**src/rtl/serial_adder.sv**
```systemverilog
`default_nettype none
// ============================================================================
// Module      : serial_adder (with leaf cell full_adder)
// Description : Bit-serial WIDTH-bit adder, LSB first, one bit per clock,
//               using a single full_adder cell with a registered carry.
//               Optional signed-overflow output under SERIAL_ADDER_OVF_EN.
// Revision    : 1.0 - initial release
// ============================================================================

module full_adder (
  input  logic a,
  input  logic b,
  input  logic c,
  output logic sum,
  output logic cout
);
  assign sum  = a ^ b ^ c;
  assign cout = (a & b) | (a & c) | (b & c);
endmodule

module serial_adder #(
  parameter int WIDTH = 8
) (
  input  logic             clk,
  input  logic             rst_n,
  input  logic             start,
  input  logic [WIDTH-1:0] a_in,
  input  logic [WIDTH-1:0] b_in,
  input  logic             cin,
  output logic             busy,
  output logic             done,
  output logic [WIDTH-1:0] sum_out,
`ifdef SERIAL_ADDER_OVF_EN
  output logic             ovf_out,
`endif
  output logic             cout_out
);

  localparam int CW = (WIDTH > 1) ? $clog2(WIDTH) : 1;

  localparam logic [1:0] IDLE  = 2'd0;
  localparam logic [1:0] SHIFT = 2'd1;
  localparam logic [1:0] DONE  = 2'd2;

  logic [1:0]       state;
  logic [WIDTH-1:0] a_sr;
  logic [WIDTH-1:0] b_sr;
  logic             carry;
  logic [CW-1:0]    cnt;
  logic             fa_sum;
  logic             fa_cout;
  logic             last_bit;

  full_adder u_fa (
    .a    (a_sr[0]),
    .b    (b_sr[0]),
    .c    (carry),
    .sum  (fa_sum),
    .cout (fa_cout)
  );

  assign last_bit = (cnt == CW'(WIDTH - 1));

  always_ff @(posedge clk or negedge rst_n) begin
    if (!rst_n) begin
      state    <= IDLE;
      a_sr     <= '0;
      b_sr     <= '0;
      carry    <= 1'b0;
      cnt      <= '0;
      busy     <= 1'b0;
      done     <= 1'b0;
      sum_out  <= '0;
      cout_out <= 1'b0;
`ifdef SERIAL_ADDER_OVF_EN
      ovf_out  <= 1'b0;
`endif
    end else begin
      case (state)
        IDLE, DONE: begin
          done <= 1'b0;
          if (start) begin
            a_sr  <= a_in;
            b_sr  <= b_in;
            carry <= cin;
            cnt   <= '0;
            busy  <= 1'b1;
            state <= SHIFT;
          end else begin
            state <= IDLE;
          end
        end
        SHIFT: begin
          a_sr    <= a_sr >> 1;
          b_sr    <= b_sr >> 1;
          sum_out <= {fa_sum, sum_out[WIDTH-1:1]};
          carry   <= fa_cout;
          cnt     <= cnt + CW'(1);
          if (last_bit) begin
            busy     <= 1'b0;
            done     <= 1'b1;
            cout_out <= fa_cout;
`ifdef SERIAL_ADDER_OVF_EN
            // carry still holds the carry into the MSB on this edge
            ovf_out  <= carry ^ fa_cout;
`endif
            state    <= DONE;
          end
        end
        default: begin
          busy  <= 1'b0;
          done  <= 1'b0;
          state <= IDLE;
        end
      endcase
    end
  end

endmodule
`default_nettype wire

```
**config.mk**
```make
export PLATFORM = sky130hd
export DESIGN_NAME = serial_adder
export DESIGN_NICKNAME = d
export VERILOG_FILES = /design/src/rtl/serial_adder.sv
export SDC_FILE = /design/constraint.sdc
export NUM_CORES = 1
export LEC_CHECK = 0
export ABC_AREA = 1
export BUFFER_PORTS_ARGS = -buffer_cell sky130_fd_sc_hd__clkbuf_2
export CAP_MARGIN = 20
export CORE_ASPECT_RATIO = 1.25
export CORE_UTILIZATION = 40
export DETAILED_ROUTE_END_ITERATION = 10
export GPL_TIMING_DRIVEN = 0
export PLACE_DENSITY = 0.62
export SLEW_MARGIN = 5
export SYNTH_ARGS = -nofsm -noshare
export SYNTH_HDL_FRONTEND = slang
export SYNTH_SLANG_ARGS = --single-unit
```
**constraint.sdc**
```tcl
create_clock -name clk -period 1.5 [get_ports clk]
set_clock_uncertainty 0.05 [all_clocks]
set_input_delay 0.15 -clock clk [delete_from_list [all_inputs] [get_ports clk]]
set_output_delay 0.15 -clock clk [all_outputs]
set_load 0.005 [all_outputs]
```
==> impl_metrics.ini, run 1 <==
[die]
row_count = 25
core-area_um2 = 3780
die-area_um2 = 4220
io_pins = 31
chipWidth_um = 58.3
die_h_um = 72.4
initial_core_util = 0.419

[hold_path]
hold_depth = 3
min-delay-start = a_in[7]
hp-class = input pin to flip-flop
hold_end = a_sr[7]

[finish]
nFillCells = 388
drive_gt1_frac = 0.211
layout_common_cells = nand2_1, inv_1, dfrtp_1
synthToLayoutAreaGrowth_pct = 20.1
layout_commonest_cell = nand2_1
fin_nets = 259
final_util = 0.502
diodes = 0

[worst_setup_path]
worstSetupPathType = flip-flop to flip-flop
worstReg2RegStart = done
cp.depth = 7
cp_data_arrival_time_ns = 1.41
slowest_delay_ns = 0.42
r2r_slack_ns = 0.21
crit_path_frequent_cell = nand2_1
worst_r2r_path_depth = 7
r2r-end = b_sr[6]
worstPathCellList = inv_2 > nand2_4 > nand2_8 > inv_6 > buf_8 > nand2_1 > nand2_1
crit_buf_inv = 3
crit_required_ns = 1.62
critPathCaptureType = flip-flop
cp-start-kind = flip-flop
cp_slowest_cell = dfrtp_1
path_max_fanout = 10
critical-path-top-delay-family = flip-flops

[clock_network]
cts_tree = built
clockRootBuffer = clkbuf_8
cts_setup_buffers = 0
cts_buffers = 5
ctsLongestPathBuffers = 2
postCtsResizedCells = 0
clock_latency_ns = 0.28
cts-hold-fix-buffers = 1
htreeDepth = 2
clk_pin_slew_ns = 0.06
clock_sinks = 32

[yosys]
synth_area_um2 = 1580
ys_seq_area_frac = 0.506
synth_cell_types = 18
syn_nets = 221
yosys_warnings = 0
synth_cells = 198
ys_ff_latch = 32
syn_area_per_cell_um2 = 8.00

[sta]
worst_slew_pin_slew_ns = 0.786
drv_slew = 0
min_period_over_period = 0.858
setup_viol = 0
rsz0062_at_grt = no
fin_ws_ns = 0.213
tns_ns = 0
finalHoldViolations = 0
hold_ws_ns = 0.0200
max-slew-margin-rel = 0.476
min_period_ns = 1.29
fmax_ghz = 0.777

[global_routing]
grt_usage = 0.165
grt-ovfl-total = 0
grt_pass1_vias = 1187
antenna_found_initial = 0
grt_start_max_net_pins = 33
grt_pass1_wl_mm = 5.20

[place]
io_buffers = 30
hpwl_mm = 2.06
dp_slack_ns = 0.207
place.gp.congestion = 0.738

[route]
postRouteWirelength_mm = 2.93
drc = 0
drt-initial-drc-count = 39
viasPerCell = 4.39
detail-route-antenna-nets = 0
wl_per_cell_um = 10.1
dr.pass1.iters = 4
vias = 1277

[pwr]
power.total_mw = 4.07
peakVddDrop_uv = 646
pwr_density_cell_nw_per_um2 = 2140
p_leak_nw = 1.10

[job]
drv_cap = 0

[run_status]
run_status = finished, final reports clean
==> metrics by stage <==
stage	area, um^2	std cells
floorplan	1580	198
global placement	1800	282
detailed placement	1800	282
CTS	1900	291
global route	1900	291
finish	1900	291
==> synthesized netlist by cell type (all sizes together) <==
cell   number  area share
nor2        3      0.0071
nand2      72        0.19
dfrtp      32        0.51
fa          1       0.013
ha          2       0.016
nand3      30       0.095
buf         8       0.041
inv        38       0.095
o21ai      11       0.035
a21oi       1      0.0032
==> worst max-delay path by stage <==
stage	from	to
floorplan	carry	carry
global placement	done	a_sr[4]
detailed placement	done	b_sr[6]
CTS	done	b_sr[6]
global route	done	cout_out
finish	done	b_sr[6]
==> cell type report <==
class / instances / area [um^2] / share of cell area
Sequential cell: 32 / 801 / 0.421
Multi-Input combinational cell: 120 / 568 / 0.299
Timing Repair Buffer: 31 / 160 / 0.0842
Inverter: 38 / 150 / 0.0789
Clock buffer: 8 / 90.1 / 0.0474
Tap cell: 54 / 67.6 / 0.0355
Buffer: 8 / 65.1 / 0.0342
==> registers in the layout, summed over array words and instances (netlist names) <==
signal,flops
a_sr,8
sum_out,8
cnt,3
done,1
cout_out,1
busy,1
carry,1
state,1
b_sr,8
==> where the power goes <==
part	switching, mW	total [mW]	internal [mW]
clock network	0.298	0.672	0.374
logic	1.11	1.89	0.782
registers	0.226	1.51	1.28
==> worst reg2reg max path: stages (launching register included) <==
cell and delay [ns]:
dfrtp_1 0.42, inv_2 0.14, nand2_4 0.13, nand2_8 0.13, inv_6 0.06, buf_8 0.13, nand2_1 0.06, nand2_1 0.06
==> routing by layer <==
layer | global-route usage | share of wire
met1 | 0.201 | 0.46
met2 | 0.269 | 0.48
met3 | 0.0374 | 0.031
met4 | 0.0873 | 0.024
met5 | 0 | 0
==> kinds of logic (layout without fill, tap and decap cells) <==
group / Yosys count / count (layout) / share of synthesized area
AND/OR/NAND/NOR: 105 / 105 / 0.292
buffers and inverters: 46 / 85 / 0.136
AO/OA/AOI/OAI: 12 / 12 / 0.0379
flip-flops: 32 / 32 / 0.506
adder cells (fa/ha/maj): 3 / 3 / 0.0284
Note: power is estimated with default switching activity, not from simulation.
==> inputs of run 2 (changes only) <==
--- a/config.mk
+++ b/config.mk
@@ -5,7 +5,6 @@
 export SDC_FILE = /design/constraint.sdc
 export NUM_CORES = 1
 export LEC_CHECK = 0
-export ABC_AREA = 1
 export BUFFER_PORTS_ARGS = -buffer_cell sky130_fd_sc_hd__clkbuf_2
 export CAP_MARGIN = 20
 export CORE_ASPECT_RATIO = 1.25
==> run 2 against run 1 <==
Effect of this change:
- final cell count is 16% lower
- setup slack worse by 0.16 ns
- count of clock-buffer cells in the layout is 2 lower
- via count is 1.8% lower
- register-to-register slack worse by 0.16 ns
- critical path type unchanged
==> impl_metrics.ini, run 2 <==
[finish]
diodes = 0
layoutNonFillerInstCount = 245
largestRegisters = a_sr: 8 flops, b_sr: 8 flops, sum_out: 8 flops
synthToLayoutAreaGrowth_pct = 22.7
layout_commonest_cell = dfrtp_1
drive_gt1_frac = 0.272
layout_common_cells = dfrtp_1, clkbuf_2, nand2_1
fin_nets = 213

[worst_setup_path]
worstSetupPathType = flip-flop to flip-flop
worstReg2RegStart = cnt[0]
cp_slowest_cell = dfrtp_1
slowest_delay_ns = 0.40
path_max_fanout = 3
critPathCaptureType = flip-flop
worstPathCellList = ha_2 > ha_4 > mux2_4 > a22o_1
cp-start-kind = flip-flop
cp_data_arrival_time_ns = 1.56
crit_required_ns = 1.61
crit_path_start = cnt[0]

[route]
wl_per_cell_um = 13.3
viasPerCell = 5.12
postRouteWirelength_mm = 3.25
dr.pass1.iters = 5
detail-route-antenna-nets = 0
drt-initial-drc-count = 98
drc = 0
vias = 1254

[sta]
fmax_ghz = 0.690
worst_slew_pin_slew_ns = 0.788
min_period_over_period = 0.966
hold_ws_ns = 0.0925
drv_slew = 0
tns_ns = 0
max-slew-margin-rel = 0.475
min_period_ns = 1.45
finalHoldViolations = 0
rsz0062_at_grt = no
setup_viol = 0
fin_ws_ns = 0.0509

[die]
chipWidth_um = 58.1
io_pins = 31
die_h_um = 72.2
core-area_um2 = 3780
die-area_um2 = 4190
row_count = 25
initial_core_util = 0.416

[global_routing]
antenna_found_initial = 0
grt_usage = 0.182
grt_pass1_wl_mm = 5.70
grt_pass1_vias = 1231
grt_start_max_net_pins = 33
grt-ovfl-total = 0

[pwr]
pwr-share-comb = 0.388
seqPwrFrac = 0.404
clkPwrFrac = 0.209
netSwitchingPower_mw = 1.34
peakVddDrop_uv = 793
intPower_mw = 2.49
p_leak_nw = 0.870
swShare = 0.350
pwr_density_cell_nw_per_um2 = 1980

[clock_network]
clockRootBuffer = clkbuf_8
clk_pin_slew_ns = 0.07
cts_buffers = 5
clock_sinks = 32
clock_latency_ns = 0.28
htreeDepth = 2
ctsLongestPathBuffers = 2
cts_tree = built

[run_status]
run_status = finished, final reports clean

[place]
dp_slack_ns = -0.00549
hpwl_mm = 2.33
io_buffers = 30
place_inst = 235
place.gp.congestion = 0.739

[yosys]
yosysTopAreaCell = dfrtp_1
synth_area_um2 = 1580
synth_top_area_frac = 0.508
ys_async_sr_fraction = 1.00
syn_area_per_cell_um2 = 10.4
synth_common_cells = dfrtp_1, nand2_1, mux2i_1, nor2b_1
ys.flop_type = dfrtp_1
syn_nets = 174
synth_edf_count = 0
ys_ff_latch = 32
yosys_warnings = 0
synth_most_common_cell = dfrtp_1
synth_area_leaders = dfrtp_1, mux2i_1, a211oi_1, nand2_1, nor2b_1
synth_cell_types = 24
synth_cells = 151
ys_seq_area_frac = 0.508

[hold_path]
hp-class = input pin to flip-flop
min-delay-start = a_in[0]

[job]
drv_cap = 0
run 2: cell types whose count changed in the layout (fill, tap and decap cells not counted), moves of 6 or more:
cell,previous run,this run
nand2_1,69,26
inv_1,35,0
a21oi_1,1,13
a211oi_1,0,13
nor2b_1,0,15
o21ai_0,11,5
mux2i_1,0,15
nand3_1,30,3
run 2: area by class of cell:
cell class	instances	area [um^2]
Clock buffer	6	72.6
Clock inverter	2	35.0
Buffer	11	70.1
Fill cell	351	1850
Multi-Input combinational cell	108	719
Timing Repair Buffer	32	168
Sequential cell	32	801
Tap cell	54	67.6
run 2: critical path, delay by kind of cell, from the launching register on:
family	cells	cell delay, ns
AO/OA/AOI/OAI	1	0.20
multiplexers	1	0.26
adder cells (fa/ha/maj)	2	0.41
flip-flops	1	0.40
run 2: what timing repair did:
action / 4_1_cts / 5_1_grt
resized for setup: 1 / 1
buffers inserted: 1 / 0
endpoints found under the hold margin: 32 / 0
endpoints found under the setup margin: 1 / 1
hold buffers: 1 / 0
pin swaps: 2 / 1
run 2: cells by family (layout without fill, tap and decap cells):
family | Yosys count | in the layout | synth area share
AO/OA/AOI/OAI | 35 | 35 | 0.138
adder cells (fa/ha/maj) | 3 | 3 | 0.0286
buffers and inverters | 11 | 51 | 0.0445
flip-flops | 32 | 32 | 0.508
multiplexers | 18 | 18 | 0.119
AND/OR/NAND/NOR | 52 | 52 | 0.161
run 2: final timing paths:
kind,depth (start not counted),end,slack [ns]
min in group asynchronous,2,sum_out[0],0.43
min reg2reg,2,sum_out[0],0.44
min,3,a_sr[0],0.09
max in group asynchronous,2,cnt[2],0.47
max reg2reg,4,cnt[2],0.05
max,4,cnt[2],0.05
run 2: through the flow:
| step | instance area [um^2] | util | total power, mW |
|---|---|---|---|
| final | 1930 | 0.511 | 3.83 |
| after global routing | 1930 | 0.511 | 4.17 |
| after CTS | 1920 | 0.507 | 3.85 |
| after detailed placement | 1790 | 0.474 | 3.01 |
| after global placement | 1790 | 0.474 | 2.93 |
| after floorplan | 1580 | - | 2.57 |
run 2: layer usage:
metal  routed length [um]  global-route usage
met5                    0                   0
met1                 1400               0.226
met4                   77               0.106
met3                  121              0.0481
met2                 1650               0.285
run 2: power by group through the flow:
stage                     Combinational, mW  Clock (mW)  Sequential, mW
after CTS                              1.48       0.821            1.55
after detailed placement               1.45           0            1.56
after floorplan                        1.06           0            1.51
after global routing                   1.71       0.855            1.60
after global placement                 1.39           0            1.54
final                                  1.49       0.801            1.55
